<file path="config.mk">
export PLATFORM = sky130hd
export DESIGN_NAME = fifo_repacketizer
export DESIGN_NICKNAME = d
export VERILOG_FILES = /design/src/rtl/repack_pkg.sv /design/src/rtl/repack_word_assembler.sv /design/src/rtl/fifo_repacketizer.sv
export SDC_FILE = /design/constraint.sdc
export NUM_CORES = 1
export LEC_CHECK = 0
export BUFFER_PORTS_ARGS = -buffer_cell sky130_fd_sc_hd__buf_2
export CAP_MARGIN = 10
export CORE_UTILIZATION = 25
export CTS_BUF_LIST = sky130_fd_sc_hd__clkbuf_8
export DETAILED_ROUTE_END_ITERATION = 8
export PLACE_DENSITY = 0.49
export SLEW_MARGIN = 25
export SYNTH_ARGS = -nofsm -noshare
export SYNTH_HDL_FRONTEND = slang
export SYNTH_HIERARCHICAL = 1
export SYNTH_SLANG_ARGS = --single-unit
</file>
<file path="constraint.sdc">
create_clock -name clk -period 3.6 [get_ports clk]
set_clock_uncertainty 0.15 [all_clocks]
set_input_delay 0.72 -clock clk [delete_from_list [all_inputs] [get_ports clk]]
set_output_delay 0.72 -clock clk [all_outputs]
set_load 0.01 [all_outputs]
</file>
<file path="src/rtl/repack_pkg.sv">
// repack_pkg: shared widths and FSM state type for fifo_repacketizer.
package repack_pkg;
    localparam int BYTE_W = 8;
    localparam int LEN_W  = 8;
    typedef enum logic [1:0] {IDLE, PAYLOAD, CKSUM} state_t;
endpackage

</file>
<file path="src/rtl/repack_word_assembler.sv">
// repack_word_assembler: packs popped bytes into lanes of one output word with keep mask.
module repack_word_assembler
    import repack_pkg::*;
#(
    parameter int OUT_BYTES = 4
) (
    input  logic                          clk,
    input  logic                          reset_n,
    input  logic                          start_i,
    input  logic                          wr_i,
    input  logic [BYTE_W-1:0]             byte_i,
    output logic [$clog2(OUT_BYTES)-1:0]  lane_o,
    output logic [BYTE_W*OUT_BYTES-1:0]   data_o,
    output logic [OUT_BYTES-1:0]          keep_o
);
    localparam int LW = $clog2(OUT_BYTES);
    localparam int DW = BYTE_W * OUT_BYTES;
    logic [LW-1:0]        lane_q, lane_d;
    logic [DW-1:0]        data_q, data_d;
    logic [OUT_BYTES-1:0] keep_q, keep_d;
    // A write into lane 0 always begins a fresh word, so stale lanes are dropped there.
    always_comb begin
        lane_d = start_i ? '0 : wr_i ? lane_q + LW'(1) : lane_q;
        data_d = wr_i ? ((lane_q == '0 ? '0 : data_q) | (DW'(byte_i) << {lane_q, 3'b000})) : data_q;
        keep_d = wr_i ? ((lane_q == '0 ? '0 : keep_q) | (OUT_BYTES'(1) << lane_q)) : keep_q;
    end
    always_ff @(posedge clk or negedge reset_n) begin
        if (!reset_n) begin
            lane_q <= '0;
            data_q <= '0;
            keep_q <= '0;
        end else begin
            lane_q <= lane_d;
            data_q <= data_d;
            keep_q <= keep_d;
        end
    end
    assign lane_o = lane_q;
    assign data_o = data_q;
    assign keep_o = keep_q;
endmodule

</file>
<file path="src/rtl/fifo_repacketizer.sv">
// fifo_repacketizer: length-prefixed byte packets from a FWFT FIFO into OUT_BYTES-wide words.
// Define REPACK_CHECKSUM_EN to expect and verify a trailing XOR checksum byte per packet.
module fifo_repacketizer
    import repack_pkg::*;
#(
    parameter int OUT_BYTES = 4
) (
    input  logic                        clk,
    input  logic                        reset_n,
    input  logic [BYTE_W-1:0]           fifo_data,
    input  logic                        fifo_empty,
    output logic                        fifo_rd_en,
    output logic [BYTE_W*OUT_BYTES-1:0] out_data,
    output logic [OUT_BYTES-1:0]        out_keep,
    output logic                        out_sop,
    output logic                        out_eop,
    output logic                        out_err,
    output logic                        out_valid,
    input  logic                        out_ready
);
    localparam int LW = $clog2(OUT_BYTES);
`ifdef REPACK_CHECKSUM_EN
    localparam state_t TAIL = CKSUM;
`else
    localparam state_t TAIL = IDLE;
`endif
    state_t           state_q, state_d;
    logic [LEN_W-1:0] rem_q, rem_d;
    logic             sop_pend_q, sop_pend_d, valid_q, valid_d, sop_q, sop_d, eop_q, eop_d;
    logic [LW-1:0]    lane;
    logic             pop, hdr, wr, last, emit_mid, emit_end, emit;
`ifdef REPACK_CHECKSUM_EN
    logic [BYTE_W-1:0] csum_q, csum_d;
    logic              zero_q, zero_d, err_q, err_d;
`endif
    always_ff @(posedge clk or negedge reset_n) begin
        if (!reset_n) state_q <= IDLE;
        else          state_q <= state_d;
    end
    always_comb begin
        state_d = state_q;
        case (state_q)
            IDLE:    if (hdr) state_d = (fifo_data != '0) ? PAYLOAD : TAIL;
            PAYLOAD: if (wr && last) state_d = TAIL;
            default: if (pop) state_d = IDLE;
        endcase
    end
    // Pops are gated by reset so the FIFO is never drained while we are held in reset.
    always_comb begin
        pop      = reset_n && !fifo_empty && (!valid_q || out_ready);
        hdr      = pop && state_q == IDLE;
        wr       = pop && state_q == PAYLOAD;
        last     = rem_q == LEN_W'(1);
        emit_mid = wr && lane == LW'(OUT_BYTES - 1) && !last;
`ifdef REPACK_CHECKSUM_EN
        emit_end = pop && state_q == CKSUM && !zero_q;
`else
        emit_end = wr && last;
`endif
        emit     = emit_mid || emit_end;
    end
    always_comb begin
        rem_d      = hdr ? fifo_data : wr ? rem_q - LEN_W'(1) : rem_q;
        sop_pend_d = hdr || (sop_pend_q && !emit);
        valid_d    = emit || (valid_q && !out_ready);
        sop_d      = emit ? sop_pend_q : sop_q;
        eop_d      = emit ? emit_end : eop_q;
    end
    always_ff @(posedge clk or negedge reset_n) begin
        if (!reset_n) begin
            rem_q      <= '0;
            sop_pend_q <= 1'b0;
            valid_q    <= 1'b0;
            sop_q      <= 1'b0;
            eop_q      <= 1'b0;
        end else begin
            rem_q      <= rem_d;
            sop_pend_q <= sop_pend_d;
            valid_q    <= valid_d;
            sop_q      <= sop_d;
            eop_q      <= eop_d;
        end
    end
`ifdef REPACK_CHECKSUM_EN
    // Empty packets still carry a checksum byte; its verdict is dropped since no word is emitted.
    always_comb begin
        csum_d = hdr ? '0 : wr ? csum_q ^ fifo_data : csum_q;
        zero_d = hdr ? fifo_data == '0 : zero_q;
        err_d  = emit ? (emit_end && fifo_data != csum_q) : err_q;
    end
    always_ff @(posedge clk or negedge reset_n) begin
        if (!reset_n) begin
            csum_q <= '0;
            zero_q <= 1'b0;
            err_q  <= 1'b0;
        end else begin
            csum_q <= csum_d;
            zero_q <= zero_d;
            err_q  <= err_d;
        end
    end
    assign out_err = err_q;
`else
    assign out_err = 1'b0;
`endif
    repack_word_assembler #(.OUT_BYTES(OUT_BYTES)) u_asm (
        .clk     (clk),
        .reset_n (reset_n),
        .start_i (hdr),
        .wr_i    (wr),
        .byte_i  (fifo_data),
        .lane_o  (lane),
        .data_o  (out_data),
        .keep_o  (out_keep)
    );
    assign fifo_rd_en = pop;
    assign out_valid  = valid_q;
    assign out_sop    = sop_q;
    assign out_eop    = eop_q;
endmodule

</file>
**After elaboration in Yosys (flattened, before gate mapping)**

Index checks and enable logic that the tools add are counted.

- Register bits after elaboration: 52
- Input port bits: 12
- Output and inout bits: 41
- Logic and storage cells: 55

- $add $sub $neg: 2
- Equality and inequality tests: 5
- Shift operators: 2
- Mux-type cells: 11
- Bitwise operators: 2
- Reductions and logical operators: 24

Operators with widths:

| operator | number |
|---|---|
| two-way mux 32 bit | 1 |
| bitwise OR 32 bit | 1 |
| left shift 8 x 5 -> 32 bit | 1 |
| two-way mux 8 bit | 2 |
| two-way mux 2 bit | 5 |
| logical AND 1 bit | 9 |
| == test 8 x 1 -> 1 bit, second input constant | 1 |
| nonzero test 8 bit | 1 |
| subtractor 8 x 1 -> 8 bit, second input constant | 1 |
| logical NOT 1 bit | 5 |
| logical NOT 2 bit | 2 |
| logical OR 1 bit | 4 |
| two-way mux 4 bit | 1 |
| inequality test 2 bit, second input constant | 2 |
| bitwise OR 4 bit | 1 |
| one-hot mux 2 bit (2 select lines) | 1 |
| left shift 1 x 2 -> 4 bit, first input constant | 1 |
| AND reduction 3 bit | 1 |
| nonzero test 3 bit | 1 |
| adder 2 x 1 -> 2 bit, second input constant | 1 |
| == test 2 x 1 -> 1 bit, second input constant | 1 |
| == test 2 bit, second input constant | 1 |
| nonzero test 2 bit | 1 |
| two-way mux 1 bit | 1 |

**Longest topological paths before layout**

Gate-level depths: netlist of run 1.

- Depth after elaboration: 10
- Depth in mapped cells: 8

**Modules after synthesis**

The synthesis of run 1 kept the hierarchy.

By module, submodules not included:

| module | instances | cells an instance | area an instance (µm²) | seq. area each (µm²) |
|---|---|---|---|---|
| repack_word_assembler | 1 | 99 | 1,471.4 | 950.9 |
| fifo_repacketizer | 1 | 86 | 785.8 | 325.3 |

**Worst setup path before layout of run 1**

Ideal clock, no wire load.

- Path type: input port to flip-flop
- From: input port fifo_empty
- To: register u_asm.data_q[28] (netlist: u_asm/data_o[28])
- Setup time: 0.121 ns
- Data arrival time: 2.075 ns
- Data required time: 3.329 ns
- Path slack: 1.254 ns
- Cell stages on the path: 7
- Path buffers: 2
- Cell sequence: nand2b_4 nor3_1 nor2_1 buf_4 and3_1 buf_2 a22o_1

- Word-level cells in the longest chain between the ends: 4

RTL lines:

| what | line | source |
|---|---|---|
| from (decl) | fifo_repacketizer.sv:11 | `input logic fifo_empty,` |
| logical NOT 1 bit | fifo_repacketizer.sv:50 | `pop = reset_n && !fifo_empty && (!valid_q \|\| out_ready);` |
| logical AND 1 bit (2 in a row) | fifo_repacketizer.sv:50 |  |
| logical AND 1 bit | fifo_repacketizer.sv:52 | `wr = pop && state_q == PAYLOAD;` |
| via wr | fifo_repacketizer.sv:31 | `logic pop, hdr, wr, last, emit_mid, emit_end, emit;` |
| to (signal assigned) | repack_word_assembler.sv:34 | `data_q <= data_d;` |
| to (decl) | repack_word_assembler.sv:19 | `logic [DW-1:0] data_q, data_d;` |

The timed path passes the listed nets, and every way through them passes these cells.
A chain may end at the register's enable or synchronous reset.

**Final worst setup path of run 1**

- From: input port fifo_empty
- To: output port fifo_rd_en

- Word-level cells in the longest chain between the ends: 3

RTL lines:

| what | line | source |
|---|---|---|
| logical NOT 1 bit | fifo_repacketizer.sv:50 |  |
| logical AND 1 bit (2 in a row) | fifo_repacketizer.sv:50 |  |
| to (decl) | fifo_repacketizer.sv:12 | `output logic fifo_rd_en,` |

Every way passes these cells.

==> results.md, run 1 <==
* Die Wd at 97.02 um
* Critical path class: primary input to output port
* Most used cell, CP: buf_2
* Yosys warnings at 6
* Vias after detailed routing at 1612
* DRC at 0
* Dpl cells at 334
* Post-Synth Adder-Cell Area at 2.217%
* Mapped Area at 2257 sq um
* Max Fclk at 393.2 MHz
* Hold Fails Final Rpt at 0
* Drt initial violations at 108
* Antenna Nets Post-Route at 0
* Synth Area in Simple Gates at 14.63%
* Tcrit/Tclk final at 70.64%
* Postcts setup bufs at 0
* Ys flop type: dfrtp_1
* Power Dens Cells at 747.2 nW/um^2
* Commonest cells post-synth: dfrtp_1, a22o_1, nand2_1
* Synth Area in XOR/XNOR at 0%
* Core area at 8721 sq um
* Crit path capture type: output port
* Max cap viols at 0
* GR Overflow Total at 0
* Synthesized area per cell at 12.20 sq um
* Netlist cell types at 49
* I/O Pins at 53
* Tightest Pin Transition at 0.6513 ns
* Final-report setup violation count at 0
* Vias in the first global route at 1671
* Combinational family with the most area after synthesis: compound AO/OA/AOI/OAI gates
* Data required time at the worst endpoint at 2.73 ns
* Cell Rows at 34
* Initial Utilization at 25.88%
* Post-synthesis compound-gate area fraction at 19.57%
* Drt first pass iters at 4
* Synth top area cells: dfrtp_1, a22o_1, buf_6
* Detailed Route WL at 5536 um
* Share of post-route cells with drive strength above 1 at 29.06%
* Gpl congestion at 0.8023
* Buffers added on ports at 51
* Num CTS Buffers at 5
* Pin count of the biggest net entering global routing at 52
* Ant diodes at 0
* # nets final at about 250
* Mapped Nets at roughly 200
* Synth Instances at 185
* Die H at 97.02 um
* CTS resizes at 0
* Largest stage delay, worst path at 0.31 ns
* Status: complete, no violations
* Share of the synthesized area in the top cell type at 56.54%
* Die ar. at 9413 sq um
* H-tree depth at 2
* Clk Latency, worst-skew pair at 0.30 ns
* Register area share after synthesis at 56.54%
* Cell Chain, Critical Path: buf_2 > nand2b_4 > or2_1 > inv_2 > buf_2
* CTS Root Cell: clkbuf_8
* # clock sinks at between 50 and 60
* Cell taking the most area after synthesis: dfrtp_1
* Post-CTS Hold Fix Bufs at 0
* Most common cell in the netlist: dfrtp_1
* CP max-delay cell: or2_1
* RSZ-0062 raised after global routing: no
* Routed wire per std cell at 16.19 um
* Vias per Instance at 4.713
* First-pass GRT wire length at 9232 um
* Worst Path Max Fanout at 14
* FF+latch count, synth at 51
* Lkg Pwr at ~0.0013 uW
* Setup TNS at 0 ns
* Final std cells w/o fill at 342
* Maximum buffer depth of the clock tree at 2
* TritonCTS clock tree: built
* Max_slew headroom at 56.58%
* All-Layer GR Usage at around 13%
* FFs w/ async S/R, synth at 100.0%
* Critical path arrival at around 1.7 ns
* Peak VDD IR at roughly 300 uV
* Hold Crit Class: flip-flop to flip-flop
* Tmin final at 2.543 ns
* Clock-pin transition on the worst setup and hold timing paths at 0.09 ns
* Final slew viol count at 0
* Startpoint types: primary input
* Antenna violations before repair at 0
* Hpwl dp at 3696 um
* P&R area growth vs syn at 19.01%
* Post-synth EDFFs at 0
* Multiplexer share of the synthesized area at 1.386%
-- routing by layer --
layer | global-route usage, % | up-vias | part of all wire [%]
li1 | - | 776 | -
met1 | 18.79 | 785 | 50
met2 | 17.82 | 49 | 44
met3 | 3.324 | 2 | 5.3
met4 | 2.870 | 0 | 0.54
met5 | 0 | - | 0
-- through the flow --
stage	worst slack (ns)	cell area, sq um	power [uW]	hold slack, ns	utilization, %
2_1_floorplan	1.254	2257	1348	0.2744	-
3_5_place_dp	1.055	2569	1614	0.2991	29.45
6_report	1.057	2686	2007	0.3187	30.80
4_1_cts	1.059	2686	2037	0.3207	30.80
5_1_grt	0.9982	2686	2155	0.3367	30.80
3_3_place_gp	1.079	2569	1605	0.2981	29.45
-- critical path: cells and delay by family --
kind,cells,cell delay (ns)
AND/OR/NAND/NOR,2,0.44
buffers and inverters,3,0.51
-- path summary, 6_finish.rpt --
kind / startpoint / to / slack, ns / cells past startpoint
setup / recovery: fifo_empty / fifo_rd_en / 1.06 / 5
hold / removal: u_asm/keep_o[0] / u_asm/keep_o[0] / 0.32 / 1
setup reg to reg: state_q[0] / u_asm/data_o[12] / 1.39 / 6
hold reg to reg: u_asm/keep_o[0] / u_asm/keep_o[0] / 0.32 / 1
max in group asynchronous: reset_n / u_asm/data_o[14] / 2.36 / 2
min in group asynchronous: reset_n / u_asm/data_o[21] / 0.50 / 2
-- sequential cells by signal, summed over array words and instances, names as in the netlist, named ones only --
name and count:
out_valid 1, state_q 1, u_asm/keep_o 2, out_eop 1
rem_q 8, out_sop 1, u_asm/lane_o 2, u_asm/data_o 32
sop_pend_q 1
-- power breakdown --
group	switching (uW)	leakage, uW	internal (uW)	total (uW)
Sequential	156	0.000636	786	942
Combinational	320	0.000631	329	648
Clock	191	0.0000612	225	416
-- cell families after synthesis --
| group | count (synthesis) |
|---|---|
| adders and majority gates | 4 |
| other | 1 |
| DFF | 51 |
| and+or+nand+nor | 50 |
| muxes | 3 |
| AOI/OAI and AO/OA | 57 |
| buffers and inverters | 19 |
-- cells in the final DEF, fill, tap and decap left out, types with 2 or more instances in the layout --
cell,n
a21o_1,2
a21oi_1,7
a22o_1,30
and3b_1,2
buf_2,51
buf_4,3
clkbuf_8,6
dfrtp_1,51
ha_1,4
inv_1,5
mux2i_1,2
nand2_1,9
nand2b_1,4
nand3_1,4
nor2_1,4
nor2b_1,2
nor3_1,5
nor4_1,2
o21ai_0,6
o2bb2ai_1,4
o32ai_1,2
-- layout make-up --
class / count / area (sq um)
fillers: 891 / 6035
flip-flops and latches: 51 / 1276
multi-input cells: 115 / 857.1
repair buffers: 54 / 277.8
well taps: 108 / 135.1
clock buffers: 6 / 82.58
clock inverters: 2 / 35.03
inverters: 6 / 22.52
No activity file was read; power rests on OpenSTA's default activity.
==> inputs of run 2 (changes only) <==
--- a/config.mk
+++ b/config.mk
@@ -10,7 +10,7 @@
 export CORE_UTILIZATION = 25
 export CTS_BUF_LIST = sky130_fd_sc_hd__clkbuf_8
 export DETAILED_ROUTE_END_ITERATION = 8
-export PLACE_DENSITY = 0.49
+export PLACE_DENSITY = 0.51
 export SLEW_MARGIN = 25
 export SYNTH_ARGS = -nofsm -noshare
 export SYNTH_HDL_FRONTEND = slang
==> constraint.sdc (replaced) <==
create_clock -name clk -period 2.2 [get_ports clk]
set_clock_uncertainty 0.15 [all_clocks]
set_input_delay 0.44 -clock clk [delete_from_list [all_inputs] [get_ports clk]]
set_output_delay 0.44 -clock clk [all_outputs]
set_load 0.01 [all_outputs]
==> results.md, run 2 (synthesis gave the netlist of run 1 again) <==
* Critical path class: flip-flop to output port
* Worst R2R Path Depth at 6
* Die ar. at 9413 sq um
* Tmin final at slightly above 2 ns
* Startpoint types: flip-flop
* Routed wire per std cell at 16.02 um
* Final hold slack at 0.1930 ns
* Gpl congestion at 0.8099
* P&R area growth vs syn at 20.51%
* Pin count of the biggest net entering global routing at 52
* Power Dens Cells at about 1200 nW/um^2
* CTS Root Cell: clkbuf_8
* Fill cells at just under 900
* Drt first pass iters at 4
* Largest register FFs at 32
* Vias in the first global route at 1645
* Postcts setup bufs at 0
* All-Layer GR Usage at 12.23%
* Die Wd at just under 100 um
* Worst R2R End: u_asm/data_o[10]
* Core area at about 8700 sq um
* # nets final at between 200 and 300
* Final-report setup violation count at 0
* Lkg Pwr at 0.001343 uW
* Sequential Area at approximately 1300 sq um
* RSZ-0062 raised after global routing: no
* Clock-pin transition on the worst setup and hold timing paths at 0.10 ns
* Most frequent cells in the layout: buf_2, dfrtp_1, a22o_1
* Die H at 97.02 um
* Initial Utilization at 25.88%
* Maximum buffer depth of the clock tree at 2
* Setup TNS at 0 ns
* Tcrit/Tclk final at roughly 93%
* Antenna Nets Post-Route at 0
* TritonCTS clock tree: built
* Final WS setup at around 0.15 ns
* Ant diodes at 0
* H-tree depth at 2
* Vias after detailed routing at roughly 1600
* Max_slew headroom at 56.70%
* Share of post-route cells with drive strength above 1 at 29.96%
* Post-CTS Hold Fix Bufs at 0
* Reg2reg setup slack at 0.29 ns
* Tightest Pin Transition at approximately 0.65 ns
* Worst Path Max Fanout at 7
* CTS resizes at 0
* Max Fclk at 487.9 MHz
* Clk Latency, worst-skew pair at 0.30 ns
* Total power at ~3300 uW
* Critical R2R Launch: out_valid
* Final slew viol count at 0
* Vias per Instance at 4.777
* Pre-CTS setup slack at 0.1005 ns
* Cell Rows at 34
* Hpwl dp at 3796 um
* Data required time at the worst endpoint at 1.61 ns
* DRC at 0
* Crit path capture type: output port
* Num CTS Buffers at 5
* Buffers added on ports at 51
* Antenna violations before repair at 0
* First-pass GRT wire length at just over 9000 um
* I/O Pins at 53
* Max cap viols at 0
* Multi-input logic area at roughly 860 sq um
* GR Overflow Total at 0
* # clock sinks at 51
* Status: complete, no violations
* Drt initial violations at 89
* Peak VDD IR at 425.5 uV
* Hold Fails Final Rpt at 0
* Critical path arrival at 1.46 ns
* Detailed Route WL at 5528 um
* Hold Crit Class: primary input to async pin
## run 2: cell types whose count changed in the layout (fill, tap and decap cells not counted), sizes merged
| cell | delta |
|---|---|
| buf | +3 |
| inv | +1 |
| clkbuf | -1 |
## run 2: worst max path at each step
stage                from               end  slack (ns)  cells past startpoint
3_5_place_dp   fifo_empty  u_asm/data_o[10]        0.10                      7
3_3_place_gp   fifo_empty  u_asm/data_o[10]        0.12                      7
2_1_floorplan   out_valid  u_asm/data_o[28]        0.13                      7
4_1_cts         out_valid        fifo_rd_en        0.11                      5
6_report        out_valid        fifo_rd_en        0.15                      5
5_1_grt         out_valid        fifo_rd_en        0.05                      5
## run 2: layout make-up
class	instances	area share, %
clock inverters	3	1.748
multi-input cells	115	31.51
well taps	108	4.968
repair buffers	57	11.50
clock buffers	5	2.530
flip-flops and latches	51	46.92
inverters	6	0.8280
## run 2: per-stage QoR
stage                     std cells  area, sq um  util (%)
after floorplan                 185         2257         -
after global placement          337         2604     29.86
after detailed placement        337         2604     29.86
after CTS                       345         2720     31.19
after global routing            345         2720     31.19
final                           345         2720     31.19
## run 2: where the power goes
group / total, uW / internal [uW] / leakage, uW / switching, uW
Clock: 676 / 345 / 0.0000587 / 331
Combinational: 1070 / 546 / 0.000648 / 521
Sequential: 1550 / 1290 / 0.000636 / 266
## run 2: critical path, cell delays in order, from the launching register on
cell and delay, ns:
dfrtp_1 0.39, nor2b_4 0.14, or2_1 0.24, buf_4 0.17, inv_2 0.09, buf_2 0.14
## run 2: metal layers
metal / vias to the layer above / wire length [um] / track usage (%)
li1: 786 / - / -
met1: 812 / 2772 / 17.91
met2: 48 / 2466 / 17.88
met3: 2 / 248 / 2.673
met4: 0 / 40 / 3.789
met5: - / 0 / 0
